**src/rtl/ndn_pkt_pkg.sv**
```systemverilog
// Shared NDN packet constants and TX scheduler state encoding.
// Imported by the scheduler top and its testbench.
package ndn_pkt_pkg;

   localparam int PREFIX_BYTES = 8;
   localparam int DATA_BYTES   = 32;
   localparam int PKT_TYPE_BIT = 6;
   localparam logic PKT_INTEREST = 1'b1;

   typedef enum logic [2:0] {
      S_IDLE,
      S_START,
      S_META,
      S_PREFIX,
      S_DATA,
      S_GUARD
   } sched_state_t;

endpackage

```
**src/rtl/spi_tx_scheduler_if.sv**
```systemverilog
// Requester byte streams in, SPI TX start/byte out.
// master = scheduler side, slave = sources + SPI side.
interface spi_tx_scheduler_if #(
   parameter int NUM_REQ = 4
);

   logic [NUM_REQ-1:0]   req_valid;
   logic [8*NUM_REQ-1:0] req_byte;
   logic [NUM_REQ-1:0]   req_ready;
   logic                 tx_valid;
   logic [7:0]           tx_byte;
   logic [2:0]           grant_id;
   logic                 busy;
   logic                 err_underrun;

   modport master (
      input  req_valid,
      input  req_byte,
      output req_ready,
      output tx_valid,
      output tx_byte,
      output grant_id,
      output busy,
      output err_underrun
   );

   modport slave (
      output req_valid,
      output req_byte,
      input  req_ready,
      input  tx_valid,
      input  tx_byte,
      input  grant_id,
      input  busy,
      input  err_underrun
   );

endinterface

```
**src/rtl/rr_arbiter.sv**
```systemverilog
// Round-robin pick of the first request at or after the pointer.
// Pointer moves past the winner only when the grant is taken.
module rr_arbiter #(
   parameter int NUM_REQ = 4
) (
   input  logic               clk,
   input  logic               rst,
   input  logic [NUM_REQ-1:0] req,
   input  logic               en,
   output logic               gnt_any,
   output logic [2:0]         gnt_id
);

   logic [2:0] ptr;
   int         idx;

   // Scan from the farthest offset down so the nearest one wins last.
   always_comb begin
      gnt_any = 1'b0;
      gnt_id  = '0;
      idx     = 0;
      for (int i = NUM_REQ - 1; i >= 0; i--) begin
         idx = int'(ptr) + i;
         if (idx >= NUM_REQ)
            idx = idx - NUM_REQ;
         if (req[idx]) begin
            gnt_any = 1'b1;
            gnt_id  = 3'(idx);
         end
      end
   end

   always_ff @(posedge clk or negedge rst) begin
      if (!rst) begin
         ptr <= '0;
      end else if (en && gnt_any) begin
         if (gnt_id == 3'(NUM_REQ - 1))
            ptr <= '0;
         else
            ptr <= gnt_id + 3'd1;
      end
   end

endmodule

```
**src/rtl/spi_tx_scheduler.sv**
```systemverilog
// Shares one SPI TX path among NUM_REQ packet sources.
// Fixed 41-byte gap-free burst per grant, then a serialization guard.
module spi_tx_scheduler #(
   parameter int NUM_REQ      = 4,
   parameter int PREFIX_BYTES = ndn_pkt_pkg::PREFIX_BYTES,
   parameter int DATA_BYTES   = ndn_pkt_pkg::DATA_BYTES,
   parameter int GUARD_CYCLES = 332
) (
   input logic                clk,
   input logic                rst,
   spi_tx_scheduler_if.master bus
);

   import ndn_pkt_pkg::*;

   localparam int BW = $clog2(DATA_BYTES + 1);
   localparam int GW = $clog2(GUARD_CYCLES);

   sched_state_t state;
   logic [BW-1:0] byte_cnt;
   logic [GW-1:0] guard_cnt;
   logic [2:0]    grant_q;
   logic          is_interest;
   logic          tx_valid_q;
   logic          busy_q;

   logic               gnt_any;
   logic [2:0]         gnt_id;
   logic               need_src;
   logic               src_valid;
   logic [7:0]         src_byte;
   logic [NUM_REQ-1:0] sel;
   logic [7:0]         tx_byte_c;
   logic [NUM_REQ-1:0] ready_c;
   logic               err_c;

   rr_arbiter #(
      .NUM_REQ(NUM_REQ)
   ) u_arb (
      .clk    (clk),
      .rst    (rst),
      .req    (bus.req_valid),
      .en     (state == S_IDLE),
      .gnt_any(gnt_any),
      .gnt_id (gnt_id)
   );

   always_comb begin
      src_valid = 1'b0;
      src_byte  = 8'h00;
      sel       = '0;
      for (int i = 0; i < NUM_REQ; i++) begin
         if (grant_q == 3'(i)) begin
            src_valid = bus.req_valid[i];
            src_byte  = bus.req_byte[8*i +: 8];
            sel[i]    = 1'b1;
         end
      end
   end

   // Interest packets end after the prefix; DATA is zero padding.
   assign need_src = (state == S_META) || (state == S_PREFIX) ||
                     ((state == S_DATA) && !is_interest);

   always_comb begin
      tx_byte_c = 8'h00;
      ready_c   = '0;
      err_c     = 1'b0;
      if (need_src) begin
         if (src_valid) begin
            tx_byte_c = src_byte;
            ready_c   = sel;
         end else begin
            err_c = 1'b1;
         end
      end
   end

   always_ff @(posedge clk or negedge rst) begin
      if (!rst) begin
         state       <= S_IDLE;
         byte_cnt    <= '0;
         guard_cnt   <= '0;
         grant_q     <= '0;
         is_interest <= 1'b0;
         tx_valid_q  <= 1'b0;
         busy_q      <= 1'b0;
      end else begin
         tx_valid_q <= 1'b0;
         unique case (state)
            S_IDLE: begin
               if (gnt_any) begin
                  grant_q    <= gnt_id;
                  tx_valid_q <= 1'b1;
                  busy_q     <= 1'b1;
                  state      <= S_START;
               end
            end
            S_START: state <= S_META;
            S_META: begin
               is_interest <= (tx_byte_c[PKT_TYPE_BIT] == PKT_INTEREST);
               byte_cnt    <= BW'(PREFIX_BYTES - 1);
               state       <= S_PREFIX;
            end
            S_PREFIX: begin
               if (byte_cnt == '0) begin
                  byte_cnt <= BW'(DATA_BYTES - 1);
                  state    <= S_DATA;
               end else begin
                  byte_cnt <= byte_cnt - BW'(1);
               end
            end
            S_DATA: begin
               if (byte_cnt == '0) begin
                  guard_cnt <= GW'(GUARD_CYCLES - 1);
                  state     <= S_GUARD;
               end else begin
                  byte_cnt <= byte_cnt - BW'(1);
               end
            end
            S_GUARD: begin
               if (guard_cnt == '0) begin
                  busy_q <= 1'b0;
                  state  <= S_IDLE;
               end else begin
                  guard_cnt <= guard_cnt - GW'(1);
               end
            end
            default: state <= S_IDLE;
         endcase
      end
   end

   assign bus.tx_valid     = tx_valid_q;
   assign bus.tx_byte      = tx_byte_c;
   assign bus.req_ready    = ready_c;
   assign bus.grant_id     = grant_q;
   assign bus.busy         = busy_q;
   assign bus.err_underrun = err_c;

endmodule
```
**src/flat_wrapper.sv**
```systemverilog
// flat-port wrapper written by rule: the top's interface ports become plain ports
module spi_tx_scheduler_flat import ndn_pkt_pkg::*;
#(
   parameter int NUM_REQ      = 4,
   parameter int PREFIX_BYTES = ndn_pkt_pkg::PREFIX_BYTES,
   parameter int DATA_BYTES   = ndn_pkt_pkg::DATA_BYTES,
   parameter int GUARD_CYCLES = 332
)
  (clk, rst, bus_req_valid, bus_req_byte, bus_req_ready, bus_tx_valid, bus_tx_byte, bus_grant_id, bus_busy, bus_err_underrun);
  spi_tx_scheduler_if #(.NUM_REQ(NUM_REQ)) bus_i ();
  input logic clk;
  input logic rst;
  input wire logic [$bits(bus_i.req_valid)-1:0] bus_req_valid;
  input wire logic [$bits(bus_i.req_byte)-1:0] bus_req_byte;
  output wire logic [$bits(bus_i.req_ready)-1:0] bus_req_ready;
  output wire logic [$bits(bus_i.tx_valid)-1:0] bus_tx_valid;
  output wire logic [$bits(bus_i.tx_byte)-1:0] bus_tx_byte;
  output wire logic [$bits(bus_i.grant_id)-1:0] bus_grant_id;
  output wire logic [$bits(bus_i.busy)-1:0] bus_busy;
  output wire logic [$bits(bus_i.err_underrun)-1:0] bus_err_underrun;
  assign bus_i.req_valid = bus_req_valid;
  assign bus_i.req_byte = bus_req_byte;
  assign bus_req_ready = bus_i.req_ready;
  assign bus_tx_valid = bus_i.tx_valid;
  assign bus_tx_byte = bus_i.tx_byte;
  assign bus_grant_id = bus_i.grant_id;
  assign bus_busy = bus_i.busy;
  assign bus_err_underrun = bus_i.err_underrun;
  spi_tx_scheduler #(.NUM_REQ(NUM_REQ), .PREFIX_BYTES(PREFIX_BYTES), .DATA_BYTES(DATA_BYTES), .GUARD_CYCLES(GUARD_CYCLES)) u_core (.clk(clk), .rst(rst), .bus(bus_i));
endmodule
```
**config.mk**
```make
export PLATFORM = sky130hd
export DESIGN_NAME = spi_tx_scheduler_flat
export DESIGN_NICKNAME = d
export VERILOG_FILES = /design/src/rtl/ndn_pkt_pkg.sv /design/src/rtl/spi_tx_scheduler_if.sv /design/src/rtl/rr_arbiter.sv /design/src/rtl/spi_tx_scheduler.sv /design/src/flat_wrapper.sv
export SDC_FILE = /design/constraint.sdc
export NUM_CORES = 1
export LEC_CHECK = 0
export ABC_AREA = 1
export BUFFER_PORTS_ARGS = -buffer_cell sky130_fd_sc_hd__buf_2
export CAP_MARGIN = 10
export CORE_UTILIZATION = 50
export CTS_BUF_LIST = sky130_fd_sc_hd__clkbuf_4 sky130_fd_sc_hd__clkbuf_8
export DETAILED_ROUTE_END_ITERATION = 12
export HOLD_SLACK_MARGIN = 0.02
export PLACE_DENSITY = 0.77
export RECOVER_POWER = 50
export SKIP_CTS_REPAIR_TIMING = 1
export SYNTH_ARGS = -nofsm -noshare
export SYNTH_HDL_FRONTEND = slang
export SYNTH_HIERARCHICAL = 1
export SYNTH_SLANG_ARGS = --single-unit
```
**constraint.sdc**
```tcl
create_clock -name clk -period 4.2 [get_ports clk]
set_input_delay 0.63 -clock clk [delete_from_list [all_inputs] [get_ports clk]]
set_output_delay 0.63 -clock clk [all_outputs]
set_load 0.005 [all_outputs]
```
Word-level counts from Yosys, hierarchy flattened
Index checks and enable logic that the tools add are counted.

Bits in registers: 27. Latch bits: 0. Bits in writable memories: 0. ROM bits: 0. Logic and storage cells: 117. Memories kept: 0.

$add $sub $neg: 10. $mul: 0. Div/mod/pow operators: 0. Order comparisons: 8. Equal/unequal tests: 15. Shift-type cells: 0. Multiplexer cells: 59. Bitwise operators: 0. Reduce and logical (&&, ||, !) cells: 17.

Operators by type and width (count): < comparator 32 x 4 -> 1 bit (second input constant) (4); 2-to-1 mux 32 bit (4); 2-to-1 mux 8 bit (6); greater-or-equal comparator 32 x 4 -> 1 bit (second input constant) (1); subtractor 32 x 4 -> 32 bit (second input constant) (1); 2-to-1 mux 3 bit (9); 2-to-1 mux 1 bit (26); 2-to-1 mux 9 bit (2); one-hot mux 3 bit (6 select lines) (1); one-hot mux 6 bit (3 select lines) (1); one-hot mux 9 bit (2 select lines) (1); equality test 3 x 2 -> 1 bit (second input constant) (5); 2-to-1 mux 6 bit (2); subtractor 4 x 3 -> 5 bit (second input constant) (2); logical NOT 9 bit (1); subtractor 9 x 1 -> 9 bit (second input constant) (1); adder 3 x 2 -> 4 bit (second input constant) (2); binary-select mux 1 bit (select 2 bit) (4); greater-or-equal comparator 4 x 3 -> 1 bit (second input constant) (2); 2-to-1 mux 4 bit (2); inequality test 2 bit (second input constant) (4); equality test 3 x 1 -> 1 bit (second input constant) (2); equality test 3 bit (second input constant) (2); logical NOT 3 bit (2); 16 further kinds (22).

Logic depth before layout (Yosys ltp)
Depth after elaboration: 12. Gate-level depth with buffers: 14. Depth with buffers taken out: 13.

By module
The synthesis kept the hierarchy.

By module, submodules not included: spi_tx_scheduler (instances 1, cells an instance 260, area each 1714.1 sq um, sequential area each 600.6 sq um); rr_arbiter (instances 1, cells an instance 82, area each 618.1 sq um, sequential area each 75.1 sq um).

Least setup slack after synthesis
No wires, ideal clock.

Kind: register to register. Start: register u_core.u_arb.ptr[1]. End: register u_core.u_arb.ptr[1]. Library setup time: 120 ps. Arrival time: 1787 ps. Required time: 4080 ps. Path slack: 2293 ps. Cell stages (with the launch flop): 13. Path through: dfrtp_1 inv_2 ha_1 inv_1 nand3_2 nand2_4 inv_1 nand2_1 nand3_1 nand2_1 ha_1 nand2_2 o21ai_2.

Word-level cells in the longest chain between the ends: 12. Elaborated cells on any way between the ends: 39.

RTL lines: start, declared (RTL line rr_arbiter.sv:14) `logic [2:0] ptr;`; start signal, assigned (RTL line rr_arbiter.sv:40) `ptr <= gnt_id + 3'd1;`; adder 3 x 2 -> 4 bit (RTL line rr_arbiter.sv:23) `idx = int'(ptr) + i;`; subtractor 32 x 4 -> 32 bit / greater-or-equal comparator 32 x 4 -> 1 bit (equally long branches) (RTL line rr_arbiter.sv:25, rr_arbiter.sv:24); 2-to-1 mux 32 bit (RTL line rr_arbiter.sv:24) `if (idx >= NUM_REQ)`; binary-select mux 1 bit (select 2 bit) (RTL line rr_arbiter.sv:26) `if (req[idx]) begin`; 2-to-1 mux 1 bit (not written as such) (2 in a row) (RTL line rr_arbiter.sv:26); 2-to-1 mux 3 bit (3 in a row) (RTL line rr_arbiter.sv:26); 2-to-1 mux 3 bit * (RTL line rr_arbiter.sv:26); named net u_core.gnt_id[0] (RTL line spi_tx_scheduler.sv:28) `logic [2:0] gnt_id;`; adder 3 x 1 -> 3 bit / equality test 3 x 2 -> 1 bit (equally long branches) (RTL line rr_arbiter.sv:40, rr_arbiter.sv:37); 2-to-1 mux 3 bit * (RTL line rr_arbiter.sv:37) `if (gnt_id == 3'(NUM_REQ - 1))`.

Mark *: on every way through the listed nets, which the timed path passes. The rest lies on a longest branch. The select of a mux whose other input is x is not followed. A chain may end at the register's enable or synchronous reset.

Final worst setup path
Start: register u_core.grant_q[1] (netlist: u_core/bus.grant_id[1]). End: output bus_tx_byte[1].

Word-level cells in the longest chain between the ends: 7. Elaborated cells on any way between the ends: 14.

RTL lines: start, declared (RTL line spi_tx_scheduler.sv:22) `logic [2:0] grant_q;`; start signal, assigned (RTL line spi_tx_scheduler.sv:93) `grant_q <= gnt_id;`; logical NOT 3 bit (RTL line spi_tx_scheduler.sv:53) `if (grant_q == 3'(i)) begin`; 2-to-1 mux 8 bit / 2-to-1 mux 1 bit (equally long branches) (4 in a row) (RTL line spi_tx_scheduler.sv:53); 2-to-1 mux 8 bit * (RTL line spi_tx_scheduler.sv:70) `if (src_valid) begin`; 2-to-1 mux 8 bit * (RTL line spi_tx_scheduler.sv:69) `if (need_src) begin`; end, declared (RTL line flat_wrapper.sv:17) `output wire logic [$bits(bus_i.tx_byte)-1:0] bus_tx_byte;`.

Every way passes the cells marked *; elsewhere a longest branch is shown, timed or not.

==> out/qor.yml <==
finish:
  post_route_cells_drive_above_1_share: 0.2424
  final_net_count: 445
  syn_to_final_growth_pct: 14.86
  antenna_cell_count: 0
  finish.cell_count_without_fillers: 448
  ff_latch_area_um2: 675.6
  multi_input_area_um2: 1391
  fillers: 425
  finish.utilization: 0.6069
clock_tree:
  buffers_from_clock_root_to_sink_at_most: 2
  ctsHtreeMaxLevel: 1
  clock_tree.root_cell: "clkbuf_8"
  clock_latency_ps: 270
  tritoncts: "yes"
  worst_path_clk_slew_ps: 90
  cts-buffers-inserted: 3
  clock_sink_count: 27
worst_setup_path:
  crit_family: "simple AND/OR/NAND/NOR gates"
  setup.worst_path.end_class: "output pin"
  worst_path_largest_cell_delay_ps: 590
  crit_arrival_ps: 2050
  critical_path.startpoint_type: "register"
  cp.buffers_inverters: 2
  crit_path_top_delay_cell: "dfrtp_1"
  critPathMostFrequentCell: "nand2_1"
  worst_ep_required_time_ps: 3570
  critical_path.cell_chain: "inv_1 > nor3_2 > nand2_1 > nand2_1 > nand2_2 > nor2_1 > buf_2"
  path_max_fanout: 14
  critical_path_class: "reg -> out"
placement:
  port-buffer-count: 55
  placed_cells: 444
  place_congestion: 0.8359
  post-dp-hpwl_um: 3953
sta:
  worst_slew_margin_rel: 0.06354
  final_cycle_utilization_of_the_critical_path: 0.6372
  report.final.hold_viol_count: 0
  timing_max_transition_violations_final: 0
  hold_slack_ps: 487.6
  final_period_minus_worst_setup_slack_ps: 2676
  setup_tns_ps: 0
  timing_worst_slew_pin_value_ps: 1405
  clock_skew_ps: 2.856
  grt_setup_unrepaired: "no"
  max_freq_mhz: 373.7
  setup_viol: 0
die:
  vertical_die_dimension_um: 70.30
  design.die.area_um2: 4941
  starting_utilization_of_the_core_area: 0.5283
  placeableCoreArea_um2: 4414
  num_io_pins: 56
  die_width_um: 70.30
  placementRows: 24
job:
  maxCapViolations: 0
synthesis:
  synthesis.nets: 390
  sequential_cell_area_fraction_in_the_yosys_report: 0.2897
  synth_cell_types: 33
  mapped_area_um2: 2332
  yosys_warnings: 6
  avgSynthCellArea_um2: 6.819
  count_of_state_elements_after_synthesis: 27
  syn_inst: 342
grt:
  grt_start_max_net_pins: 28
  grt_first_pass_wirelength_um: 8673
  first_global_vias: 2043
  antenna_found_initial: 0
  overflow: 0
  track_usage: 0.2123
routing:
  postRouteWirelength_um: 4897
  antenna_violating_nets_post_route: 0
  routed-via-count: 2281
  post_drt_wl_per_cell_um: 10.93
  drt_pre_antenna_iters: 4
  remaining_drc_errors: 0
  vias_per_cell: 5.092
  detailedRoute.firstIterationViolations: 109
worst_hold_path:
  worstHoldPathType: "reg -> reg"
power:
  power_mw: 1.861
  cellPowerDensity_nw_per_um2: 694.9
  leakage_power_summed_over_all_cells_nw: 1.487
  ir_worst_vdd_mv: 0.3134
outcome:
  status: "finished clean"
-- final timing paths --
path	start	to	slack, ps	cells past startpoint
worst min-delay path	u_core/guard_cnt[8]$_DFFE_PN0P_	u_core/guard_cnt[8]$_DFFE_PN0P_	490	2
worst max register to register	u_core/u_arb/ptr[0]$_DFFE_PN0P_	u_core/bus.grant_id[1]$_DFFE_PN0P_	1910	10
worst max-delay path	u_core/bus.grant_id[1]$_DFFE_PN0P_	bus_tx_byte[1]	1520	7
min in group asynchronous	rst	u_core/guard_cnt[5]$_DFFE_PN0P_	660	1
worst min register to register	u_core/guard_cnt[8]$_DFFE_PN0P_	u_core/guard_cnt[8]$_DFFE_PN0P_	490	2
max in group asynchronous	rst	u_core/state[1]$_DFFE_PN0P_	2720	1
-- per-layer routing --
metal	routed length (um)	part of all wire	vias to the layer above	track usage
met5	0	0	-	0
met4	49	0.010	0	0.05333
met3	359	0.073	7	0.04329
met2	2209	0.45	76	0.3556
met1	2279	0.47	990	0.2779
li1	-	-	1208	-
-- Yosys cell counts, drive strengths merged --
cell	count	area share
nand2	100	0.19
inv	55	0.094
nand3	44	0.12
nor2	36	0.072
o21ai	29	0.065
dfrtp	27	0.29
ha	10	0.054
o22ai	8	0.021
nand4	7	0.019
buf	6	0.016
a21oi	5	0.011
nor3	3	0.0086
xnor2	3	0.011
a22oi	2	0.0064
nand3b	2	0.0064
o21bai	2	0.0064
xor2	2	0.0075
clkinv	1	0.0016
-- worst reg2reg max path, stage by stage, from the launching register on --
cell and delay (ps):
dfrtp_1 710, inv_8 80, ha_1 340, inv_1 100, nand3_2 110, nand2_4 120
nor2_4 40, nand2_4 60, inv_1 50, nor2_1 380, o21ai_0 160
-- cells by family (layout without fill, tap and decap cells) --
family	count (synthesis)	count (layout)	synth area share
simple gates	192	192	0.4158
buf+inv	62	116	0.1116
compound gates	46	46	0.1105
flops	27	27	0.2897
fa+ha+maj	10	10	0.05365
xor+xnor	5	5	0.01878
-- cell usage in the layout, fill, tap and decap left out, drive strengths merged, types with 3 or more instances in the layout --
master	instances
a21oi	5
buf	52
clkbuf	7
dfrtp	27
ha	10
inv	55
nand2	100
nand3	44
nand4	7
nor2	36
nor3	3
o21ai	29
o22ai	8
xnor2	3
-- registers in the layout, summed over array words and instances, names as in the netlist --
| name | cells |
|---|---|
| u_core/bus.grant_id | 3 |
| u_core/byte_cnt | 6 |
| u_core/u_arb/ptr | 3 |
| u_core/bus.tx_valid | 1 |
| u_core/is_interest | 1 |
| u_core/state | 3 |
| u_core/guard_cnt | 9 |
| u_core/bus.busy | 1 |
-- final cells by class --
class                           count  area share
Inverter                           56     0.08314
Timing Repair Buffer               56      0.1037
Clock buffer                        3     0.01541
Multi-Input combinational cell    253      0.5194
Clock inverter                      1    0.001868
Sequential cell                    27      0.2522
Tap cell                           52     0.02429
-- stage by stage --
stage | area, um2 | worst slack (ps)
2_1_floorplan | 2332 | 2293
3_3_place_gp | 2643 | 1924
3_5_place_dp | 2643 | 1846
4_1_cts | 2689 | 1526
5_1_grt | 2679 | 1269
6_report | 2679 | 1524
-- power by group --
part           leakage, nW  switching [mW]  internal (mW)  total [mW]
combinational         1.13           0.776          0.460        1.24
sequential           0.336           0.131          0.349       0.480
clock               0.0255          0.0796         0.0665       0.146
total                 1.49           0.986          0.875        1.86
Power figures use the tool's default switching activity.
